File: config.mk
export PLATFORM = sky130hd
export DESIGN_NAME = lsu_axi_master_flat
export DESIGN_NICKNAME = d
export VERILOG_FILES = /design/src/rtl/lsu_axi_master_if.sv /design/src/rtl/lsu_axi_master.sv /design/src/flat_wrapper.sv
export SDC_FILE = /design/constraint.sdc
export NUM_CORES = 1
export LEC_CHECK = 0
export ABC_AREA = 1
export CAP_MARGIN = 20
export CORE_MARGIN = 4
export CORE_UTILIZATION = 44
export DETAILED_ROUTE_END_ITERATION = 10
export HOLD_SLACK_MARGIN = 0.12
export PLACE_DENSITY_LB_ADDON = 0.08
export RECOVER_POWER = 25
export SETUP_SLACK_MARGIN = 0.05
export SLEW_MARGIN = 40
export SYNTH_ARGS = -nofsm -noshare
export SYNTH_HDL_FRONTEND = slang
export SYNTH_SLANG_ARGS = --single-unit
File: constraint.sdc
create_clock -name clk -period 4.94 [get_ports clk]
set_clock_uncertainty 0.2 [all_clocks]
set_input_delay 1.235 -clock clk [delete_from_list [all_inputs] [get_ports clk]]
set_output_delay 1.235 -clock clk [all_outputs]
set_load 0.02 [all_outputs]
File: src/rtl/lsu_axi_master_if.sv
// Core-side request/response channel plus the single-beat AXI4 master port of the LSU.
// The master modport is the LSU view; slave is the core-plus-memory view used by the bench.
interface lsu_axi_master_if;
  logic        req_valid;
  logic        req_ready;
  logic        req_wen;
  logic [31:0] req_addr;
  logic [31:0] req_wdata;
  logic [3:0]  req_mask;

  logic        resp_valid;
  logic        resp_ready;
  logic [31:0] resp_rdata;
  logic        resp_err;

  logic        io_master_awready;
  logic        io_master_awvalid;
  logic [31:0] io_master_awaddr;
  logic [3:0]  io_master_awid;
  logic [7:0]  io_master_awlen;
  logic [2:0]  io_master_awsize;
  logic [1:0]  io_master_awburst;

  logic        io_master_wready;
  logic        io_master_wvalid;
  logic [31:0] io_master_wdata;
  logic [3:0]  io_master_wstrb;
  logic        io_master_wlast;

  logic        io_master_bready;
  logic        io_master_bvalid;
  logic [1:0]  io_master_bresp;
  logic [3:0]  io_master_bid;

  logic        io_master_arready;
  logic        io_master_arvalid;
  logic [31:0] io_master_araddr;
  logic [3:0]  io_master_arid;
  logic [7:0]  io_master_arlen;
  logic [2:0]  io_master_arsize;
  logic [1:0]  io_master_arburst;

  logic        io_master_rready;
  logic        io_master_rvalid;
  logic [1:0]  io_master_rresp;
  logic [31:0] io_master_rdata;
  logic        io_master_rlast;
  logic [3:0]  io_master_rid;

  modport master (
    input  req_valid, req_wen, req_addr, req_wdata, req_mask, resp_ready,
    output req_ready, resp_valid, resp_rdata, resp_err,
    input  io_master_awready,
    output io_master_awvalid, io_master_awaddr, io_master_awid, io_master_awlen,
           io_master_awsize, io_master_awburst,
    input  io_master_wready,
    output io_master_wvalid, io_master_wdata, io_master_wstrb, io_master_wlast,
    input  io_master_bvalid, io_master_bresp, io_master_bid,
    output io_master_bready,
    input  io_master_arready,
    output io_master_arvalid, io_master_araddr, io_master_arid, io_master_arlen,
           io_master_arsize, io_master_arburst,
    input  io_master_rvalid, io_master_rresp, io_master_rdata, io_master_rlast, io_master_rid,
    output io_master_rready
  );

  modport slave (
    output req_valid, req_wen, req_addr, req_wdata, req_mask, resp_ready,
    input  req_ready, resp_valid, resp_rdata, resp_err,
    output io_master_awready,
    input  io_master_awvalid, io_master_awaddr, io_master_awid, io_master_awlen,
           io_master_awsize, io_master_awburst,
    output io_master_wready,
    input  io_master_wvalid, io_master_wdata, io_master_wstrb, io_master_wlast,
    output io_master_bvalid, io_master_bresp, io_master_bid,
    input  io_master_bready,
    output io_master_arready,
    input  io_master_arvalid, io_master_araddr, io_master_arid, io_master_arlen,
           io_master_arsize, io_master_arburst,
    output io_master_rvalid, io_master_rresp, io_master_rdata, io_master_rlast, io_master_rid,
    input  io_master_rready
  );
endinterface

File: src/rtl/lsu_axi_master.sv
// Load/store unit: one request at a time, issued as a single-beat AXI4 transaction
// with lane-aligned strobe/data, answered with lane-shifted load data or store completion.
module lsu_axi_master #(
  parameter logic [3:0] AXI_ID    = 4'h1,
  parameter bit         CHK_ALIGN = 1'b1
) (
  input  logic              clk,
  input  logic              rst_n,
  lsu_axi_master_if.master  bus
);

  typedef enum logic [2:0] {S_IDLE, S_AR, S_R, S_WR, S_B, S_RESP} state_t;

  state_t      state, state_nxt;
  logic        wen_q;
  logic [31:0] addr_q;
  logic [31:0] wdata_q;
  logic [3:0]  mask_q;
  logic        aw_done, w_done;
  logic [31:0] rdata_q;
  logic        err_q;

  logic        aw_valid, w_valid, ar_valid;
  logic        accept, misaligned;
  logic [1:0]  lane;
  logic [2:0]  size;

  assign lane = addr_q[1:0];

  // Alignment is judged on the incoming request so a bad access never reaches the bus.
  assign misaligned = ((bus.req_mask == 4'b0011) && bus.req_addr[0]) ||
                      ((bus.req_mask == 4'b1111) && (bus.req_addr[1:0] != 2'b00));

  always_comb begin
    unique case (mask_q)
      4'b0001: size = 3'd0;
      4'b0011: size = 3'd1;
      default: size = 3'd2;
    endcase
  end

  // NOTE: every output of this block gets a default first so no path can infer a latch.
  always_comb begin
    state_nxt            = state;
    accept               = 1'b0;
    aw_valid             = 1'b0;
    w_valid              = 1'b0;
    ar_valid             = 1'b0;
    bus.req_ready        = 1'b0;
    bus.resp_valid       = 1'b0;
    bus.io_master_bready = 1'b0;
    bus.io_master_rready = 1'b0;
    unique case (state)
      S_IDLE: begin
        bus.req_ready = 1'b1;
        if (bus.req_valid) begin
          accept = 1'b1;
          if (CHK_ALIGN && misaligned) state_nxt = S_RESP;
          else if (bus.req_wen)        state_nxt = S_WR;
          else                         state_nxt = S_AR;
        end
      end
      S_AR: begin
        ar_valid = 1'b1;
        if (bus.io_master_arready) state_nxt = S_R;
      end
      S_R: begin
        bus.io_master_rready = 1'b1;
        if (bus.io_master_rvalid) state_nxt = S_RESP;
      end
      S_WR: begin
        aw_valid = !aw_done;
        w_valid  = !w_done;
        if ((aw_done || bus.io_master_awready) && (w_done || bus.io_master_wready))
          state_nxt = S_B;
      end
      S_B: begin
        bus.io_master_bready = 1'b1;
        if (bus.io_master_bvalid) state_nxt = S_RESP;
      end
      S_RESP: begin
        bus.resp_valid = 1'b1;
        if (bus.resp_ready) state_nxt = S_IDLE;
      end
      default: state_nxt = S_IDLE;
    endcase
  end

  // NOTE: sequential state uses non-blocking assignments so all registers update together.
  always_ff @(posedge clk or negedge rst_n) begin
    if (!rst_n) state <= S_IDLE;
    else        state <= state_nxt;
  end

  always_ff @(posedge clk or negedge rst_n) begin
    if (!rst_n) begin
      wen_q   <= 1'b0;
      addr_q  <= '0;
      wdata_q <= '0;
      mask_q  <= '0;
      aw_done <= 1'b0;
      w_done  <= 1'b0;
      rdata_q <= '0;
      err_q   <= 1'b0;
    end else begin
      if (accept) begin
        wen_q   <= bus.req_wen;
        addr_q  <= bus.req_addr;
        wdata_q <= bus.req_wdata;
        mask_q  <= bus.req_mask;
        aw_done <= 1'b0;
        w_done  <= 1'b0;
        rdata_q <= '0;
        err_q   <= CHK_ALIGN && misaligned;
      end
      if (aw_valid && bus.io_master_awready) aw_done <= 1'b1;
      if (w_valid && bus.io_master_wready)   w_done  <= 1'b1;
      if (state == S_R && bus.io_master_rvalid) begin
        rdata_q <= bus.io_master_rdata >> {lane, 3'b000};
        err_q   <= bus.io_master_rresp[1] || (bus.io_master_rid != AXI_ID);
      end
      if (state == S_B && bus.io_master_bvalid)
        err_q <= bus.io_master_bresp[1] || (bus.io_master_bid != AXI_ID);
    end
  end

  assign bus.resp_rdata = rdata_q;
  assign bus.resp_err   = err_q;

  assign bus.io_master_awvalid = aw_valid;
  assign bus.io_master_awaddr  = addr_q;
  assign bus.io_master_awid    = AXI_ID;
  assign bus.io_master_awlen   = 8'd0;
  assign bus.io_master_awsize  = size;
  assign bus.io_master_awburst = 2'b01;

  assign bus.io_master_wvalid  = w_valid;
  assign bus.io_master_wdata   = wdata_q << {lane, 3'b000};
  assign bus.io_master_wstrb   = mask_q << lane;
  assign bus.io_master_wlast   = w_valid;

  assign bus.io_master_arvalid = ar_valid;
  assign bus.io_master_araddr  = addr_q;
  assign bus.io_master_arid    = AXI_ID;
  assign bus.io_master_arlen   = 8'd0;
  assign bus.io_master_arsize  = size;
  assign bus.io_master_arburst = 2'b01;

  // Single-beat reads make rlast redundant; only the error bit of each resp is meaningful.
  logic unused_ok;
  assign unused_ok = &{1'b0, bus.io_master_rlast, bus.io_master_rresp[0],
                       bus.io_master_bresp[0], wen_q};

endmodule
File: src/flat_wrapper.sv
// flat-port wrapper written by rule: the top's interface ports become plain ports
module lsu_axi_master_flat 
#(
  parameter logic [3:0] AXI_ID    = 4'h1,
  parameter bit         CHK_ALIGN = 1'b1
)
  (clk, rst_n, bus_req_valid, bus_req_wen, bus_req_addr, bus_req_wdata, bus_req_mask, bus_resp_ready, bus_req_ready, bus_resp_valid, bus_resp_rdata, bus_resp_err, bus_io_master_awready, bus_io_master_awvalid, bus_io_master_awaddr, bus_io_master_awid, bus_io_master_awlen, bus_io_master_awsize, bus_io_master_awburst, bus_io_master_wready, bus_io_master_wvalid, bus_io_master_wdata, bus_io_master_wstrb, bus_io_master_wlast, bus_io_master_bvalid, bus_io_master_bresp, bus_io_master_bid, bus_io_master_bready, bus_io_master_arready, bus_io_master_arvalid, bus_io_master_araddr, bus_io_master_arid, bus_io_master_arlen, bus_io_master_arsize, bus_io_master_arburst, bus_io_master_rvalid, bus_io_master_rresp, bus_io_master_rdata, bus_io_master_rlast, bus_io_master_rid, bus_io_master_rready);
  lsu_axi_master_if bus_i ();
  input  logic clk;
  input  logic rst_n;
  input wire logic [$bits(bus_i.req_valid)-1:0] bus_req_valid;
  input wire logic [$bits(bus_i.req_wen)-1:0] bus_req_wen;
  input wire logic [$bits(bus_i.req_addr)-1:0] bus_req_addr;
  input wire logic [$bits(bus_i.req_wdata)-1:0] bus_req_wdata;
  input wire logic [$bits(bus_i.req_mask)-1:0] bus_req_mask;
  input wire logic [$bits(bus_i.resp_ready)-1:0] bus_resp_ready;
  output wire logic [$bits(bus_i.req_ready)-1:0] bus_req_ready;
  output wire logic [$bits(bus_i.resp_valid)-1:0] bus_resp_valid;
  output wire logic [$bits(bus_i.resp_rdata)-1:0] bus_resp_rdata;
  output wire logic [$bits(bus_i.resp_err)-1:0] bus_resp_err;
  input wire logic [$bits(bus_i.io_master_awready)-1:0] bus_io_master_awready;
  output wire logic [$bits(bus_i.io_master_awvalid)-1:0] bus_io_master_awvalid;
  output wire logic [$bits(bus_i.io_master_awaddr)-1:0] bus_io_master_awaddr;
  output wire logic [$bits(bus_i.io_master_awid)-1:0] bus_io_master_awid;
  output wire logic [$bits(bus_i.io_master_awlen)-1:0] bus_io_master_awlen;
  output wire logic [$bits(bus_i.io_master_awsize)-1:0] bus_io_master_awsize;
  output wire logic [$bits(bus_i.io_master_awburst)-1:0] bus_io_master_awburst;
  input wire logic [$bits(bus_i.io_master_wready)-1:0] bus_io_master_wready;
  output wire logic [$bits(bus_i.io_master_wvalid)-1:0] bus_io_master_wvalid;
  output wire logic [$bits(bus_i.io_master_wdata)-1:0] bus_io_master_wdata;
  output wire logic [$bits(bus_i.io_master_wstrb)-1:0] bus_io_master_wstrb;
  output wire logic [$bits(bus_i.io_master_wlast)-1:0] bus_io_master_wlast;
  input wire logic [$bits(bus_i.io_master_bvalid)-1:0] bus_io_master_bvalid;
  input wire logic [$bits(bus_i.io_master_bresp)-1:0] bus_io_master_bresp;
  input wire logic [$bits(bus_i.io_master_bid)-1:0] bus_io_master_bid;
  output wire logic [$bits(bus_i.io_master_bready)-1:0] bus_io_master_bready;
  input wire logic [$bits(bus_i.io_master_arready)-1:0] bus_io_master_arready;
  output wire logic [$bits(bus_i.io_master_arvalid)-1:0] bus_io_master_arvalid;
  output wire logic [$bits(bus_i.io_master_araddr)-1:0] bus_io_master_araddr;
  output wire logic [$bits(bus_i.io_master_arid)-1:0] bus_io_master_arid;
  output wire logic [$bits(bus_i.io_master_arlen)-1:0] bus_io_master_arlen;
  output wire logic [$bits(bus_i.io_master_arsize)-1:0] bus_io_master_arsize;
  output wire logic [$bits(bus_i.io_master_arburst)-1:0] bus_io_master_arburst;
  input wire logic [$bits(bus_i.io_master_rvalid)-1:0] bus_io_master_rvalid;
  input wire logic [$bits(bus_i.io_master_rresp)-1:0] bus_io_master_rresp;
  input wire logic [$bits(bus_i.io_master_rdata)-1:0] bus_io_master_rdata;
  input wire logic [$bits(bus_i.io_master_rlast)-1:0] bus_io_master_rlast;
  input wire logic [$bits(bus_i.io_master_rid)-1:0] bus_io_master_rid;
  output wire logic [$bits(bus_i.io_master_rready)-1:0] bus_io_master_rready;
  assign bus_i.req_valid = bus_req_valid;
  assign bus_i.req_wen = bus_req_wen;
  assign bus_i.req_addr = bus_req_addr;
  assign bus_i.req_wdata = bus_req_wdata;
  assign bus_i.req_mask = bus_req_mask;
  assign bus_i.resp_ready = bus_resp_ready;
  assign bus_req_ready = bus_i.req_ready;
  assign bus_resp_valid = bus_i.resp_valid;
  assign bus_resp_rdata = bus_i.resp_rdata;
  assign bus_resp_err = bus_i.resp_err;
  assign bus_i.io_master_awready = bus_io_master_awready;
  assign bus_io_master_awvalid = bus_i.io_master_awvalid;
  assign bus_io_master_awaddr = bus_i.io_master_awaddr;
  assign bus_io_master_awid = bus_i.io_master_awid;
  assign bus_io_master_awlen = bus_i.io_master_awlen;
  assign bus_io_master_awsize = bus_i.io_master_awsize;
  assign bus_io_master_awburst = bus_i.io_master_awburst;
  assign bus_i.io_master_wready = bus_io_master_wready;
  assign bus_io_master_wvalid = bus_i.io_master_wvalid;
  assign bus_io_master_wdata = bus_i.io_master_wdata;
  assign bus_io_master_wstrb = bus_i.io_master_wstrb;
  assign bus_io_master_wlast = bus_i.io_master_wlast;
  assign bus_i.io_master_bvalid = bus_io_master_bvalid;
  assign bus_i.io_master_bresp = bus_io_master_bresp;
  assign bus_i.io_master_bid = bus_io_master_bid;
  assign bus_io_master_bready = bus_i.io_master_bready;
  assign bus_i.io_master_arready = bus_io_master_arready;
  assign bus_io_master_arvalid = bus_i.io_master_arvalid;
  assign bus_io_master_araddr = bus_i.io_master_araddr;
  assign bus_io_master_arid = bus_i.io_master_arid;
  assign bus_io_master_arlen = bus_i.io_master_arlen;
  assign bus_io_master_arsize = bus_i.io_master_arsize;
  assign bus_io_master_arburst = bus_i.io_master_arburst;
  assign bus_i.io_master_rvalid = bus_io_master_rvalid;
  assign bus_i.io_master_rresp = bus_io_master_rresp;
  assign bus_i.io_master_rdata = bus_io_master_rdata;
  assign bus_i.io_master_rlast = bus_io_master_rlast;
  assign bus_i.io_master_rid = bus_io_master_rid;
  assign bus_io_master_rready = bus_i.io_master_rready;
  lsu_axi_master #(.AXI_ID(AXI_ID), .CHK_ALIGN(CHK_ALIGN)) u_core (.clk(clk), .rst_n(rst_n), .bus(bus_i));
endmodule
==> summary.txt, run 1 <==
Clocking
  – Cts-stage hold buffer count: 0
  – CTS tree: yes
  – Clk buf depth: 2
  – Clock transition at path regs: roughly 0.070 ns
  – Clk Tree Root Cell: clkbuf_16
  – Post-CTS sizing: 0
  – Post-CTS Repair Setup Buffers: 0
  – Clock latency at the later pin of the worst-skew pair: between 0.3 and 0.4 ns
  – H-tree Lvls: 3
  – Clock Sinks: 106
  – Cts bufs inserted: 9

Critical path
  – Largest stage delay, worst path: a little over 0.8 ns
  – CP max stage cell: dfrtp_2
  – CP most frequent cell: a21oi_1
  – Worst Path Max Fanout: 37
  – Startpoint Class: flop
  – R2R setup slack: ~2.6 ns
  – R2R Path End: u_core.bus.resp_rdata[17]
  – CP Cell Sequence: inv_1 -> o21ai_0 -> a21oi_1 -> a21oi_1 -> clkdlybuf4s50_1
  – Crit path to: bus_io_master_wdata[26]
  – Worst Path Required: ~3.5 ns
  – WP data arrival: 2.73 ns
  – R2R Path Start: u_core.bus.io_master_araddr[1]
  – Critical path endpoint category: output pin
  – Worst Path Class, Setup: flop to output pin
  – Worst R2R Path Depth: 4
  – Worst Setup SP: u_core.bus.io_master_araddr[1]

Place
  – PortBufs: ~260
  – DP HPWL: roughly 13000 microns
  – Area after DPL: 8165 sq um
  – Gpl congestion: 0.8863

Flow run
  – Max-Cap Viols: 1

Power
  – Sw frac: 45.66%
  – LEAKAGE: a little over 4 nW
  – Gate power share: 60.9%
  – Reg power frac: around 27%
  – Internal power: around 0.0032 W
  – Switching pwr: between 0.002 and 0.003 W
  – Clk pwr share: 12.2%
  – Pwr/cell area: 702.0 nW/um^2
  – Worst VDD drop: around 0.37 mV
  – Pwr Total: 0.005934 W

Global route
  – GR Overflow Total: 0
  – Antenna violations before repair: 0
  – First-pass GRT wire length: about 28000 microns
  – Largest net degree at the start of global routing: 83
  – Vias in the first global route: 5466
  – GRT Util Overall: between 20% and 30%

Drt
  – Final wirelength: approximately 18000 microns
  – DRT antenna net count: 0
  – Vias per cell: about 5.0
  – DR vias: roughly 5700
  – WL per Instance: approximately 16 microns
  – Iteration-0 DRC Markers: roughly 360
  – Drt pass-1 iters: 5
  – DRC Markers: 0

Timing
  – Final Hold Fails: 0
  – WHS: ~0.28 ns
  – Sum Neg Setup Slack: 0 ns
  – Minimum clock period: approximately 4.2 ns
  – RSZ-0062 raised after global routing: no
  – Worst slew margin: -32.33%
  – Worst-Margin Slew: 1.985 ns
  – Pins Over Slew Limit: 80
  – Fmax: between 200 and 250 MHz
  – Crit share post-route: approximately 84%
  – Final setup fails: 0

Hold path
  – Hold Path Class: flop to flop

Synthesis
  – Count of different cell masters after synthesis: 26
  – Yosys warnings: 0
  – Post-Syn Area: roughly 5900 sq um
  – Seq cells post-synth: 106
  – Post-Syn Area per Cell: 7.702 sq um
  – Sequential share of the synthesized area: between 40% and 50%
  – Count of mapped cells out of synthesis: about 760

Die
  – Die boundary height: ~120 microns
  – Initial Util: 45.70%
  – Die Area: ~15000 sq um
  – CORE AREA: about 13000 sq um
  – Die X: around 120 microns
  – I/O Pins: about 300
  – Num rows: a little over 40

Outcome
  – Violated checks: capacitance limit, slew limit
  – Outcome: complete, but fails checks

Layout
  – Antenna diode count: 0
  – Post-layout nets: 1088
  – Post-route cell area: between 8000 and 9000 sq um
  – Layout cells sized above 1: around 4.6%
  – Area grow syn2layout: 43.65%
## cell usage after synthesis, drive strengths merged
cell | count | area (sq um)
conb | 2 | 7.510
clkbuf | 18 | 67.56
nand3 | 72 | 360.4
nand2 | 284 | 1091
a21oi | 30 | 150.1
nor3 | 8 | 40.04
mux2i | 11 | 110.1
nand4 | 3 | 18.77
and3 | 1 | 6.260
inv | 39 | 148.9
o31ai | 5 | 37.54
dfrtp | 106 | 2653
a22oi | 3 | 22.52
o21ai | 58 | 327.8
nor2 | 31 | 155.2
nand3b | 3 | 22.52
buf | 90 | 665.6
## worst min path at each step
stage / cells past startpoint / from / to
after floorplan: 2 / u_core.wdata_q[24] / u_core.wdata_q[24]
after global placement: 2 / u_core.wdata_q[24] / u_core.wdata_q[24]
after detailed placement: 2 / u_core.wdata_q[24] / u_core.wdata_q[24]
after CTS: 2 / u_core.wdata_q[24] / u_core.wdata_q[24]
after global routing: 2 / u_core.wdata_q[27] / u_core.wdata_q[27]
final: 2 / u_core.wdata_q[24] / u_core.wdata_q[24]
## logic make-up (layout without fill, tap and decap cells)
| group | Yosys count | in the layout | share of synthesized area (%) |
|---|---|---|---|
| DFF | 106 | 106 | 45.08 |
| other | 2 | 30 | 0.1276 |
| AOI/OAI and AO/OA | 96 | 96 | 9.143 |
| buffers and inverters | 147 | 325 | 14.99 |
| and+or+nand+nor | 402 | 402 | 28.79 |
| muxes | 11 | 11 | 1.871 |
## per-stage QoR
| stage | utilization (%) | cells | setup WS (ns) |
|---|---|---|---|
| after floorplan | - | 792 | 1.850 |
| after global placement | 63.37 | 1126 | 1.194 |
| after detailed placement | 63.41 | 1126 | 1.181 |
| after CTS | 65.73 | 1142 | 0.7747 |
| after global routing | 65.65 | 1142 | 0.6284 |
| final | 65.65 | 1142 | 0.7770 |
## registers in the layout, indices dropped and copies added, names as in the netlist
register and count:
u_core.aw_done 1, u_core.bus.resp_err 1, u_core.bus.resp_rdata 32, u_core.bus.io_master_araddr 32
u_core.state 3, u_core.w_done 1, u_core.wdata_q 32, u_core.mask_q 4
## worst max-delay path: cells and delay by family, from the launching register on
family	cells	cell delay [ns]
buffers and inverters	2	1.11
DFF	1	0.82
AOI/OAI and AO/OA	3	0.44
## cell type report
cell class | count | area [sq um]
clock buffer | 12 | 246.5
inverter | 39 | 151.4
tap | 172 | 215.2
multi-input combinational | 539 | 2455
timing repair buffer | 270 | 2679
sequential | 106 | 2655
clock inverter | 4 | 51.30
fill | 1122 | 4423
## power groups by stage
stage	combinational (W)	sequential, W	clock [W]
after global routing	0.00391	0.00164	0.000774
after CTS	0.00365	0.00159	0.000740
final	0.00362	0.00159	0.000724
after floorplan	0.00197	0.00180	0
after global placement	0.00358	0.00159	0
after detailed placement	0.00363	0.00160	0
## layer usage
layer / global-route usage [%] / part of all wire (%) / up-vias
met1: 28.74 / 40 / 2674
met4: 8.166 / 2.0 / 0
li1: - / - / 2750
met3: 5.086 / 8.4 / 28
met5: 0 / 0 / -
met2: 39.44 / 50 / 250
## placed cells by master (no fill, tap or decap)
| cell | n |
|---|---|
| nand2_1 | 280 |
| clkdlybuf4s50_1 | 263 |
| dfrtp_1 | 104 |
| nand3_1 | 72 |
| o21ai_0 | 48 |
| inv_1 | 34 |
| a21oi_1 | 30 |
| conb_1 | 30 |
| nor2_1 | 27 |
| mux2i_1 | 11 |
| o21ai_2 | 10 |
| clkbuf_16 | 9 |
| nor3_1 | 8 |
| o31ai_1 | 5 |
| buf_4 | 5 |
| nand3b_1 | 3 |
| a22oi_1 | 3 |
| inv_2 | 3 |
| nor2_4 | 3 |
| nand2_4 | 3 |
| nand4_1 | 3 |
| clkbuf_1 | 3 |
| inv_4 | 2 |
| dfrtp_2 | 2 |
| nand2_2 | 1 |
| nor2_8 | 1 |
| and3_1 | 1 |
| clkbuf_8 | 1 |
| clkinv_4 | 1 |
| clkinv_2 | 1 |
| bufinv_16 | 1 |
| clkinvlp_4 | 1 |
| clkbuf_2 | 1 |
Power figures use the tool's default switching activity.
==> inputs of run 2 (changes only) <==
--- a/config.mk
+++ b/config.mk
@@ -8,7 +8,7 @@
 export ABC_AREA = 1
 export CAP_MARGIN = 20
 export CORE_MARGIN = 4
-export CORE_UTILIZATION = 44
+export CORE_UTILIZATION = 41
 export DETAILED_ROUTE_END_ITERATION = 10
 export HOLD_SLACK_MARGIN = 0.12
 export PLACE_DENSITY_LB_ADDON = 0.08
==> constraint.sdc (replaced) <==
create_clock -name clk -period 4.2 [get_ports clk]
set_clock_uncertainty 0.2 [all_clocks]
set_input_delay 1.05 -clock clk [delete_from_list [all_inputs] [get_ports clk]]
set_output_delay 1.05 -clock clk [all_outputs]
set_load 0.02 [all_outputs]
==> run 2 against run 1 <==
The flow still finishes with violations (capacitance limit, slew limit); worst hold slack better by 0.0056 ns; sequential power up 14%; sequential share of layout area down 0.31 points; core utilization down 4.6 points; combinational power up 19%; routed wire length down 1.9%; critical path type unchanged; highest routed layer unchanged.
==> summary.txt, run 2 (synthesized netlist as in run 1, its figures left out) <==
Global route
  – First-pass GRT wire length: 27280 microns
  – GR Overflow Total: 0
  – Vias in the first global route: between 5000 and 6000
  – Antenna violations before repair: 0
  – Largest net degree at the start of global routing: between 80 and 90
  – GRT Util Overall: 20.97%

Clocking
  – Clock transition at path regs: approximately 0.08 ns
  – Clock Sinks: between 100 and 150
  – H-tree Lvls: 3
  – Cts bufs inserted: 9
  – Post-CTS sizing: 0
  – Post-CTS Repair Setup Buffers: 0
  – Clk buf depth: 2
  – Clock latency at the later pin of the worst-skew pair: 0.34 ns
  – Clk Tree Root Cell: clkbuf_16
  – Cts-stage hold buffer count: 0
  – CTS tree: yes

Power
  – Worst VDD drop: around 0.53 mV
  – Internal power: between 0.003 and 0.004 W
  – LEAKAGE: just over 4 nW
  – Reg power frac: between 20% and 30%
  – Gate power share: between 60 and 70%
  – Clk pwr share: around 14%
  – Sw frac: 44.77%
  – Pwr/cell area: 831.8 nW/um^2
  – Switching pwr: between 0.003 and 0.004 W

Critical path
  – Worst Path Class, Setup: flop to output pin
  – Critical path endpoint category: output pin
  – Worst Path Required: 2.95 ns
  – Worst Path Max Fanout: 24
  – WP data arrival: between 2 and 2.5 ns
  – Startpoint Class: flop

Die
  – Num rows: 43
  – I/O Pins: 298
  – CORE AREA: around 14000 sq um
  – Die X: 127.8 microns
  – Initial Util: 42.07%
  – Die Area: about 16000 sq um
  – Die boundary height: between 100 and 150 microns

Drt
  – DRT antenna net count: 0
  – Drt pass-1 iters: 5
  – Final wirelength: between 15000 and 20000 microns
  – Iteration-0 DRC Markers: around 330
  – DR vias: 5490
  – DRC Markers: 0
  – Vias per cell: roughly 4.8
  – WL per Instance: 15.44 microns

Timing
  – Minimum clock period: between 3 and 4 ns
  – Sum Neg Setup Slack: 0 ns
  – Final setup fails: 0
  – Fmax: roughly 270 MHz
  – Final Worst Setup Slack: around 0.46 ns
  – Pins Over Slew Limit: between 40 and 50
  – WHS: 0.2887 ns
  – Worst slew margin: -78.34%
  – Crit share post-route: 89.06%
  – Worst-Margin Slew: about 2.7 ns
  – Final Hold Fails: 0
  – RSZ-0062 raised after global routing: no

Hold path
  – Hold Path Class: flop to flop

Outcome
  – Violated checks: capacitance limit, slew limit
  – Outcome: complete, but fails checks

Layout
  – Final Util: approximately three fifths
  – Most common cell after layout, fill and taps aside: nand2_1
  – Commonest non-fill, non-tap cells in the layout: nand2_1 (280), clkdlybuf4s50_1 (263), dfrtp_1 (104)
  – Final cell count without fillers: 1151
  – Antenna diode count: 0
  – Post-layout nets: 1089
  – Layout cells sized above 1: 4.943%
  – Area grow syn2layout: 45.08%

Place
  – Gpl congestion: 0.8693
  – DP HPWL: 12650 microns
  – PortBufs: about 260
  – Placed insts: between 1000 and 1500
  – Worst slack, placed: around 0.90 ns

Flow run
  – Max-Cap Viols: 1
[run 2: path summary, 6_finish.rpt]
| path | startpoint | end | slack [ns] | cells after the start |
|---|---|---|---|---|
| min in group asynchronous | rst_n | u_core.wdata_q[20] | 1.34 | 1 |
| max in group asynchronous | rst_n | u_core.bus.resp_rdata[3] | 0.94 | 1 |
| min | u_core.wdata_q[28] | u_core.wdata_q[28] | 0.29 | 2 |
| max reg2reg | u_core.state[0] | u_core.aw_done | 1.78 | 6 |
| min reg2reg | u_core.wdata_q[28] | u_core.wdata_q[28] | 0.29 | 2 |
| max | u_core.bus.io_master_araddr[1] | bus_io_master_wdata[16] | 0.46 | 3 |
[run 2: routing by layer]
metal | wire length [microns] | GRT usage (%)
met5 | 0 | 0
met4 | 354 | 6.866
met1 | 7590 | 27.60
met2 | 8294 | 33.55
met3 | 1526 | 5.792
[run 2: layout make-up]
class	instances	area, sq um
clock buffers	10	239.0
clock inverters	6	112.6
fillers	1293	5451
inverters	39	148.9
multi-input cells	539	2455
flip-flops and latches	106	2655
well taps	180	225.2
repair buffers	271	2701
[run 2: power groups by stage]
| stage | registers (W) | clock network, W | logic [W] |
|---|---|---|---|
| 2_1_floorplan | 0.00212 | 0 | 0.00232 |
| 3_3_place_gp | 0.00182 | 0 | 0.00431 |
| 3_5_place_dp | 0.00183 | 0 | 0.00433 |
| 4_1_cts | 0.00182 | 0.00102 | 0.00435 |
| 5_1_grt | 0.00187 | 0.00106 | 0.00464 |
| 6_report | 0.00181 | 0.000991 | 0.00430 |
[run 2: worst max-delay path: stages (launching register included)]
cell and delay [ns]:
dfrtp_2 0.36, clkinv_1 0.61, o31ai_1 0.49, clkdlybuf4s50_1 0.68
[run 2: through the flow]
stage	power, W	cell area [sq um]
finish	0.007101	8537
global placement	0.006128	8189
global route	0.007572	8537
CTS	0.007181	8541
floorplan	0.004441	5989
detailed placement	0.006158	8189
==> inputs of run 3 (changes only) <==
--- a/config.mk
+++ b/config.mk
@@ -9,6 +9,7 @@
 export CAP_MARGIN = 20
 export CORE_MARGIN = 4
 export CORE_UTILIZATION = 41
+export CTS_CLUSTER_DIAMETER = 200
 export DETAILED_ROUTE_END_ITERATION = 10
 export HOLD_SLACK_MARGIN = 0.12
 export PLACE_DENSITY_LB_ADDON = 0.08
==> results of run 3 <==
Same layout as run 2: the final DEF is identical, and so are final timing and power.
